### config.mk
export PLATFORM = sky130hd
export DESIGN_NAME = video_timing_detector
export DESIGN_NICKNAME = d
export VERILOG_FILES = /design/src/rtl/video_timing_detector.sv
export SDC_FILE = /design/constraint.sdc
export NUM_CORES = 1
export LEC_CHECK = 0
export CORE_MARGIN = 5
export CORE_UTILIZATION = 53
export CTS_CLUSTER_SIZE = 25
export DETAILED_ROUTE_END_ITERATION = 8
export PLACE_DENSITY = 0.77
export REMOVE_ABC_BUFFERS = 1
export SYNTH_ARGS = -nofsm -noshare
export SYNTH_HDL_FRONTEND = slang
export SYNTH_SLANG_ARGS = --single-unit
### constraint.sdc
create_clock -name clk_in -period 3.2 [get_ports clk_in]
set_input_delay 0.64 -clock clk_in [delete_from_list [all_inputs] [get_ports clk_in]]
set_output_delay 0.64 -clock clk_in [all_outputs]
set_load 0.05 [all_outputs]
### src/rtl/video_timing_detector.sv
// Purpose: measure sink-side video geometry from decoded hsync/vsync/DE, declare lock, regenerate pixel coordinates.
// Latency: de_in -> pix_valid/pix_x/pix_y 2 clk_in; vsync_in rise -> frame_start 2 clk_in; lock/err visible 1 clk after the edge decision.
// Backpressure: none; this block only observes the stream and never stalls it.
module video_timing_detector #(
    parameter int CNT_W        = 12,
    parameter int LOCK_FRAMES  = 3,
    parameter int EXP_H_TOTAL  = 800,
    parameter int EXP_V_TOTAL  = 525,
    parameter int EXP_H_ACTIVE = 640,
    parameter int EXP_V_ACTIVE = 480
) (
    input  logic             clk_in,
    input  logic             rst_in,
    input  logic             hsync_in,
    input  logic             vsync_in,
    input  logic             de_in,
    output logic [CNT_W-1:0] h_total,
    output logic [CNT_W-1:0] v_total,
    output logic [CNT_W-1:0] h_active,
    output logic [CNT_W-1:0] v_active,
    output logic             locked,
    output logic             fmt_match,
    output logic             err_pulse,
    output logic             frame_start,
    output logic             pix_valid,
    output logic [CNT_W-1:0] pix_x,
    output logic [CNT_W-1:0] pix_y
);

    localparam logic [CNT_W-1:0] CNT_MAX = '1;
    localparam logic [CNT_W-1:0] ONE     = CNT_W'(1);
    localparam logic [CNT_W-1:0] LOCK_N  = CNT_W'(LOCK_FRAMES);

    typedef enum logic [1:0] {SEARCH, MEASURE, VERIFY, LOCKED} state_t;

    state_t           state, state_nxt;
    logic             hs_s1, hs_s2, vs_s1, vs_s2, de_s1, de_s2;
    logic             h_rise, v_rise, de_rise, de_fall;
    logic [CNT_W-1:0] line_cnt, line_len, run_cnt, run_len;
    logic [CNT_W-1:0] frame_lines, frame_de_lines, match_cnt, match_nxt;
    logic [CNT_W-1:0] line_len_now, run_len_now, lines_close, de_lines_close;
    logic             same_as_stored, locked_mismatch, cnt_sat, store, err_nxt;

    // Counters never wrap: they stick at all-ones so a dead input is detectable.
    function automatic logic [CNT_W-1:0] sat_inc(input logic [CNT_W-1:0] v);
        return (v == CNT_MAX) ? v : v + ONE;
    endfunction

    assign h_rise  = hs_s1 & ~hs_s2;
    assign v_rise  = vs_s1 & ~vs_s2;
    assign de_rise = de_s1 & ~de_s2;
    assign de_fall = ~de_s1 & de_s2;

    // An edge coinciding with vsync rise belongs to the frame that is closing.
    assign line_len_now   = h_rise  ? line_cnt : line_len;
    assign run_len_now    = de_fall ? run_cnt  : run_len;
    assign lines_close    = h_rise  ? sat_inc(frame_lines)    : frame_lines;
    assign de_lines_close = de_rise ? sat_inc(frame_de_lines) : frame_de_lines;

    assign same_as_stored = (line_len_now == h_total) && (run_len_now == h_active) &&
                            (lines_close == v_total) && (de_lines_close == v_active);
    assign locked_mismatch = (h_rise && (line_cnt != h_total)) ||
                             (de_fall && (run_cnt != h_active)) ||
                             (v_rise && ((lines_close != v_total) || (de_lines_close != v_active)));
    assign cnt_sat = (line_cnt == CNT_MAX) || (frame_lines == CNT_MAX);

    assign locked    = (state == LOCKED);
    assign fmt_match = locked &&
                       (h_total  == CNT_W'(EXP_H_TOTAL))  && (v_total  == CNT_W'(EXP_V_TOTAL)) &&
                       (h_active == CNT_W'(EXP_H_ACTIVE)) && (v_active == CNT_W'(EXP_V_ACTIVE));

    // Two-stage input capture; every decision below works on s1/s2 only.
    always_ff @(posedge clk_in or negedge rst_in) begin
        if (!rst_in) begin
            {hs_s1, hs_s2, vs_s1, vs_s2, de_s1, de_s2} <= '0;
        end else begin
            hs_s1 <= hsync_in;  hs_s2 <= hs_s1;
            vs_s1 <= vsync_in;  vs_s2 <= vs_s1;
            de_s1 <= de_in;     de_s2 <= de_s1;
        end
    end

    // Line, DE-run and per-frame edge counters; frame counters restart on every vsync rise.
    always_ff @(posedge clk_in or negedge rst_in) begin
        if (!rst_in) begin
            line_cnt       <= '0;
            line_len       <= '0;
            run_cnt        <= '0;
            run_len        <= '0;
            frame_lines    <= '0;
            frame_de_lines <= '0;
        end else begin
            line_cnt <= h_rise ? ONE : sat_inc(line_cnt);
            if (h_rise)
                line_len <= line_cnt;
            if (de_rise)
                run_cnt <= ONE;
            else if (de_s1)
                run_cnt <= sat_inc(run_cnt);
            if (de_fall)
                run_len <= run_cnt;
            if (v_rise)
                frame_lines <= '0;
            else if (h_rise)
                frame_lines <= sat_inc(frame_lines);
            if (v_rise)
                frame_de_lines <= '0;
            else if (de_rise)
                frame_de_lines <= sat_inc(frame_de_lines);
        end
    end

    // Lock FSM next state; a stuck counter overrides everything and only LOCKED reports it as an error.
    always_comb begin
        state_nxt = state;
        match_nxt = match_cnt;
        store     = 1'b0;
        err_nxt   = 1'b0;
        if (cnt_sat) begin
            state_nxt = SEARCH;
            err_nxt   = (state == LOCKED);
        end else begin
            case (state)
                SEARCH: begin
                    if (v_rise)
                        state_nxt = MEASURE;
                end
                MEASURE: begin
                    if (v_rise) begin
                        store     = 1'b1;
                        match_nxt = ONE;
                        state_nxt = (LOCK_FRAMES <= 1) ? LOCKED : VERIFY;
                    end
                end
                VERIFY: begin
                    if (v_rise) begin
                        if (same_as_stored) begin
                            match_nxt = sat_inc(match_cnt);
                            if (sat_inc(match_cnt) >= LOCK_N)
                                state_nxt = LOCKED;
                        end else begin
                            store     = 1'b1;
                            match_nxt = ONE;
                        end
                    end
                end
                LOCKED: begin
                    if (locked_mismatch) begin
                        state_nxt = SEARCH;
                        err_nxt   = 1'b1;
                    end
                end
                default: state_nxt = SEARCH;
            endcase
        end
    end

    // State, match count and stored geometry; stored values survive a drop back to SEARCH.
    always_ff @(posedge clk_in or negedge rst_in) begin
        if (!rst_in) begin
            state     <= SEARCH;
            match_cnt <= '0;
            h_total   <= '0;
            v_total   <= '0;
            h_active  <= '0;
            v_active  <= '0;
            err_pulse <= 1'b0;
        end else begin
            state     <= state_nxt;
            match_cnt <= match_nxt;
            err_pulse <= err_nxt;
            if (store) begin
                h_total  <= line_len_now;
                v_total  <= lines_close;
                h_active <= run_len_now;
                v_active <= de_lines_close;
            end
        end
    end

    // Active-area coordinates run regardless of lock state.
    always_ff @(posedge clk_in or negedge rst_in) begin
        if (!rst_in) begin
            pix_valid   <= 1'b0;
            pix_x       <= '0;
            pix_y       <= '0;
            frame_start <= 1'b0;
        end else begin
            pix_valid   <= de_s1;
            frame_start <= v_rise;
            if (de_rise)
                pix_x <= '0;
            else if (de_s1)
                pix_x <= sat_inc(pix_x);
            if (v_rise)
                pix_y <= '0;
            else if (de_fall)
                pix_y <= sat_inc(pix_y);
        end
    end

endmodule

# Yosys cells after proc, flatten, opt, wreduce, memory -nomap -nowiden
# Index checks and enable logic that the tools add are counted.
totals:
  register_bits: 166
  wordCells: 136
  output_inout_bits: 77
  in_bits: 5
classes:
  bitwise: 9
  n_addsub: 7
  eq_ne: 34
  mux: 40
  magnitude_cmp: 1
  n_reduce_logical: 23
op_table:
  columns: ["op", "n"]
  rows:
  - ["$mux W12", 23]
  - ["$add A12 B1 Y12 const B", 7]
  - ["$eq A12 B12 Y1 const B", 7]
  - ["$eq A12 B12 Y1", 4]
  - ["$ne A12 B12 Y1", 4]
  - ["$eq A12 B10 Y1 const B", 3]
  - ["$pmux W12 S2", 1]
  - ["$ne A3 B3 Y1 const B", 5]
  - ["$mux W2", 7]
  - ["$eq A12 B9 Y1 const B", 1]
  - ["$ge A12 B2 Y1 const B", 1]
  - ["$ne A2 B2 Y1 const B", 6]
  - ["$logic_and A1 B1 Y1", 10]
  - ["$pmux W2 S4", 1]
  - ["$mux W1", 7]
  - ["$reduce_and A2 Y1", 3]
  - ["$reduce_and A6 Y1", 1]
  - ["$reduce_bool A2 Y1", 3]
  - ["$not A1 Y1", 5]
  - ["$and A1 B1 Y1", 4]
  - ["$eq A2 B2 Y1 const B", 2]
  - ["$logic_or A1 B1 Y1", 4]
  - ["$reduce_and A4 Y1", 1]
  - ["$ne A3 B1 Y1 const B", 1]
  - ["other kinds (3)", 3]

# Logic depth before layout (Yosys ltp)
depth:
  ltp_word: 11
  ltp_mapped: 14
  depth_no_buf: 10

# Worst setup path after synthesis
# OpenSTA, ideal clock, no wires.
synth_timing:
  path_type: "flip-flop to flip-flop"
  startpoint: "reg pix_valid (netlist name)"
  endpoint: "reg h_total[8]"
  arrival_time_ps: 3050
  path_stages_with_launch: 13
  required_time_ps: 3075
  path_slack_ps: 25
  synth_period_minus_slack_ps: 3175
  n_path_buf: 3
  setup_time_ps: 125
  cell_sequence: "dfrtp_1 -> buf_2 -> and4b_1 -> clkbuf_1 -> nand3_1 -> o31ai_1 -> xnor2_1 -> o2111ai_1 -> nor3_2 -> a31oi_1 -> o21a_2 -> buf_6 -> mux2_4"
synth_rtl:
  columns: ["element", "line_no", "rtl"]
  rows:
  - ["end signal: assignment", "173", "h_total <= line_len_now;"]
  - ["end: declaration", "17", "output logic [CNT_W-1:0] h_total,"]

# Worst setup path in the final report
layout_timing:
  startpoint: "reg v_total[6]"
  endpoint: "out fmt_match"
layout_via:
  elab_chain_cells: 4
layout_rtl:
  columns: ["element", "line_no", "rtl"]
  rows:
  - ["start: declaration", "18", "output logic [CNT_W-1:0] v_total,"]
  - ["start signal: assignment", "174", "v_total <= lines_close;"]
  - ["$eq A12 B10 Y1", "69", "(h_total == CNT_W'(EXP_H_TOTAL)) && (v_total == CNT_W'(EXP_V_TOTAL)) &&"]
  - ["$logic_and A1 B1 Y1 (2 in a row)", "69", null]
  - ["$logic_and A1 B1 Y1", "70", "(h_active == CNT_W'(EXP_H_ACTIVE)) && (v_active == CNT_W'(EXP_V_ACTIVE));"]
  - ["end: declaration", "22", "output logic fmt_match,"]
# No other way between the ends.

==> flow_summary.json <==
{
  "status": "finished clean",
  "cp_common_cell": "nor4_1",
  "leakage_nw": 5.07,
  "ys_seq_area_share_pct": 42.1,
  "powerDensity_nw_per_um2": 578,
  "worstPathRequired_ns": 2.56,
  "detail-route-antenna-nets": 0,
  "fin_crit_ns": 3.08,
  "chipHeight_um": 146,
  "setup_viol_count_final": 0,
  "synth-async-reset-ratio_pct": 100,
  "drc_errors": 0,
  "hpwl_mm": 19.2,
  "synth-seq-cells": 166,
  "timing.final.crit_share_pct": 96.3,
  "grt_pass1_wl_mm": 43.7,
  "worstPathCellList": "nor4_1 -> nand4_1 -> nor4_1 -> and3_1 -> buf_12",
  "cts.clk_slew.worst_paths_ns": 0.06,
  "multi_input_comb_area_um2": 5230,
  "ys_types": 86,
  "clk_latency_ns": 0.43,
  "layout_commonest_cell": "dfrtp_1",
  "numPortBuffers": 81,
  "ir_worst_vdd_mv": 0.468,
  "cts_sinks": 166,
  "clockBufferDepth": 2,
  "io-pin-count": 82,
  "fmax_mhz": 324,
  "wl_per_cell_um": 19.6,
  "cap_viol_max_count": 0,
  "power_w": 0.00694,
  "netlist_area_um2": 9860,
  "crit_type": "reg -> out",
  "finalHoldViolations": 0,
  "synth_edf_count": 0,
  "rsz0062_at_grt": "no",
  "yosys_warnings": 0,
  "grt_overflow": 0,
  "drive_gt1_share_pct": 18.1,
  "fp.coreArea_um2": 18100,
  "reg2reg_from": "hs_s2",
  "hold_path_class": "in -> async",
  "placed_cell_area_um2": 11200,
  "cts-htree-levels": 4,
  "via_count": 8288,
  "drt-initial-drc-count": 752,
  "tightest_slew_ns": 0.700,
  "routabilityCongestion": 1.03,
  "final_cell_mix": "dfrtp_1, nor2_1, clkdlybuf4s50_1",
  "cpPeakStageDelay_ns": 0.49,
  "design.die.area_um2": 21400,
  "die_w_um": 146,
  "crit_path_top_delay_cell": "dfrtp_1",
  "rows": 49,
  "final_area_um2": 12000,
  "synth_ff_type": "dfrtp_1",
  "cts_buffers": 17,
  "grt_pass1_vias": 8081,
  "post_drt_via_cell_ratio": 6.07,
  "syn2layout_area_growth_pct": 21.8,
  "utilization_pct": 66.2,
  "cp-end-kind": "output port",
  "slew_violations": 0,
  "track_usage_pct": 25.1,
  "path_max_fanout": 5,
  "grt_start_max_net_pins": 64,
  "dr.pass1.iters": 5,
  "root_buffer": "clkbuf_16",
  "fill_cells": 1412,
  "skew_ns": 0.0115,
  "cts_tree": "yes",
  "diodes": 0,
  "start_kind": "flop",
  "syn_area_per_cell_um2": 9.88,
  "fin_hold_ws_ns": 0.185,
  "final_nets": 1141,
  "worstPathArrival_ns": 2.44,
  "cp-startpoint": "v_total[6]",
  "ff_latch_area_um2": 4160,
  "initial_core_util_pct": 54.3,
  "antenna_found_initial": 0,
  "wl_mm": 26.8,
  "netlist_instances": 998,
  "slew_headroom_pct": 52.7
}
-- state kept, by name, indices dropped and copies added (netlist names), 2 cells and up --
register / count
frame_lines: 12
h_total: 12
run_len: 12
v_total: 12
pix_y: 12
match_cnt: 12
v_active: 12
state: 2
line_cnt: 12
h_active: 12
line_len: 12
frame_de_lines: 12
pix_x: 12
run_cnt: 12
-- repair_timing --
item | in CTS | in global routing
pin swaps | 0 | 7
gates cloned | 0 | 1
hold buffers | 0 | 0
setup endpoints to repair | 55 | 55
gates resized for setup | 4 | 24
buffers inserted | 0 | 4
-- layout make-up --
cell class | count | area share [%]
multi-input combinational | 726 | 43.6
sequential | 166 | 34.6
timing repair buffer | 165 | 12.9
clock buffer | 21 | 3.83
tap | 229 | 2.39
inverter | 48 | 1.50
clock inverter | 10 | 1.22
-- layer usage --
layer  vias to the layer above  GRT usage, %  part of all wire (%)
met5                         -             0                     0
met2                       346          39.0                    47
met1                      4059          35.1                    43
met4                         0          7.48                   2.4
met3                        67          5.98                   6.7
li1                       3816             -                     -
-- through the flow --
stage / TNS, ns / worst slack (ns) / instances
3_3_place_gp: 0 / 0.0161 / 1329
5_1_grt: 0 / 0.00133 / 1365
4_1_cts: 0 / 0.00772 / 1360
6_report: 0 / 0.117 / 1365
3_5_place_dp: -1.20 / -0.0514 / 1329
2_1_floorplan: -51.13 / -0.957 / 940
-- logic make-up (layout without fill, tap and decap cells) --
group | Yosys count | count (layout) | synth area share [%]
multiplexers | 76 | 76 | 9.44
AO/OA/AOI/OAI | 144 | 144 | 10.3
adder cells (fa/ha/maj) | 12 | 12 | 1.52
flip-flops | 166 | 166 | 42.1
XOR/XNOR | 101 | 101 | 9.11
buffers and inverters | 106 | 244 | 6.22
AND/OR/NAND/NOR | 393 | 393 | 21.2
-- cell usage after synthesis, types with 15 or more instances --
| cell type | count | area [µm²] |
|---|---|---|
| dfrtp_1 | 166 | 4150 |
| o21ai_0 | 32 | 160 |
| xor2_1 | 29 | 254 |
| nand2_1 | 78 | 293 |
| nand3_1 | 43 | 215 |
| nor3_1 | 29 | 145 |
| mux2_4 | 30 | 450 |
| xnor2_1 | 71 | 622 |
| clkbuf_1 | 25 | 93.8 |
| inv_1 | 47 | 176 |
| nor4_1 | 15 | 93.8 |
| a21oi_1 | 28 | 140 |
| mux2i_1 | 32 | 320 |
| nor2_1 | 95 | 357 |
| and3_1 | 15 | 93.8 |
| nand4_1 | 41 | 257 |
-- where the power goes --
part           leakage (nW)  total (W)  switching, W  internal, W
clock                 0.288    0.00213      0.000858      0.00127
combinational          2.54    0.00226       0.00132     0.000942
sequential             2.25    0.00255      0.000259      0.00229
total                  5.07    0.00694       0.00244      0.00451
-- path summary, 6_finish.rpt --
| kind | to | slack (ns) | depth (start not counted) |
|---|---|---|---|
| max in group asynchronous | frame_lines[7] | 2.11 | 2 |
| max | fmt_match | 0.12 | 5 |
| min in group clk_in | vs_s2 | 0.38 | 0 |
| min | line_cnt[1] | 0.19 | 1 |
| min reg2reg | vs_s2 | 0.38 | 0 |
| max reg2reg | h_active[9] | 0.13 | 12 |
-- critical path, delay by kind of cell (launching register included) --
kind                   cells  cell delay, ns
flip-flops                 1            0.49
buffers and inverters      1            0.17
AND/OR/NAND/NOR            4            1.35
No activity file was read; power rests on OpenSTA's default activity.
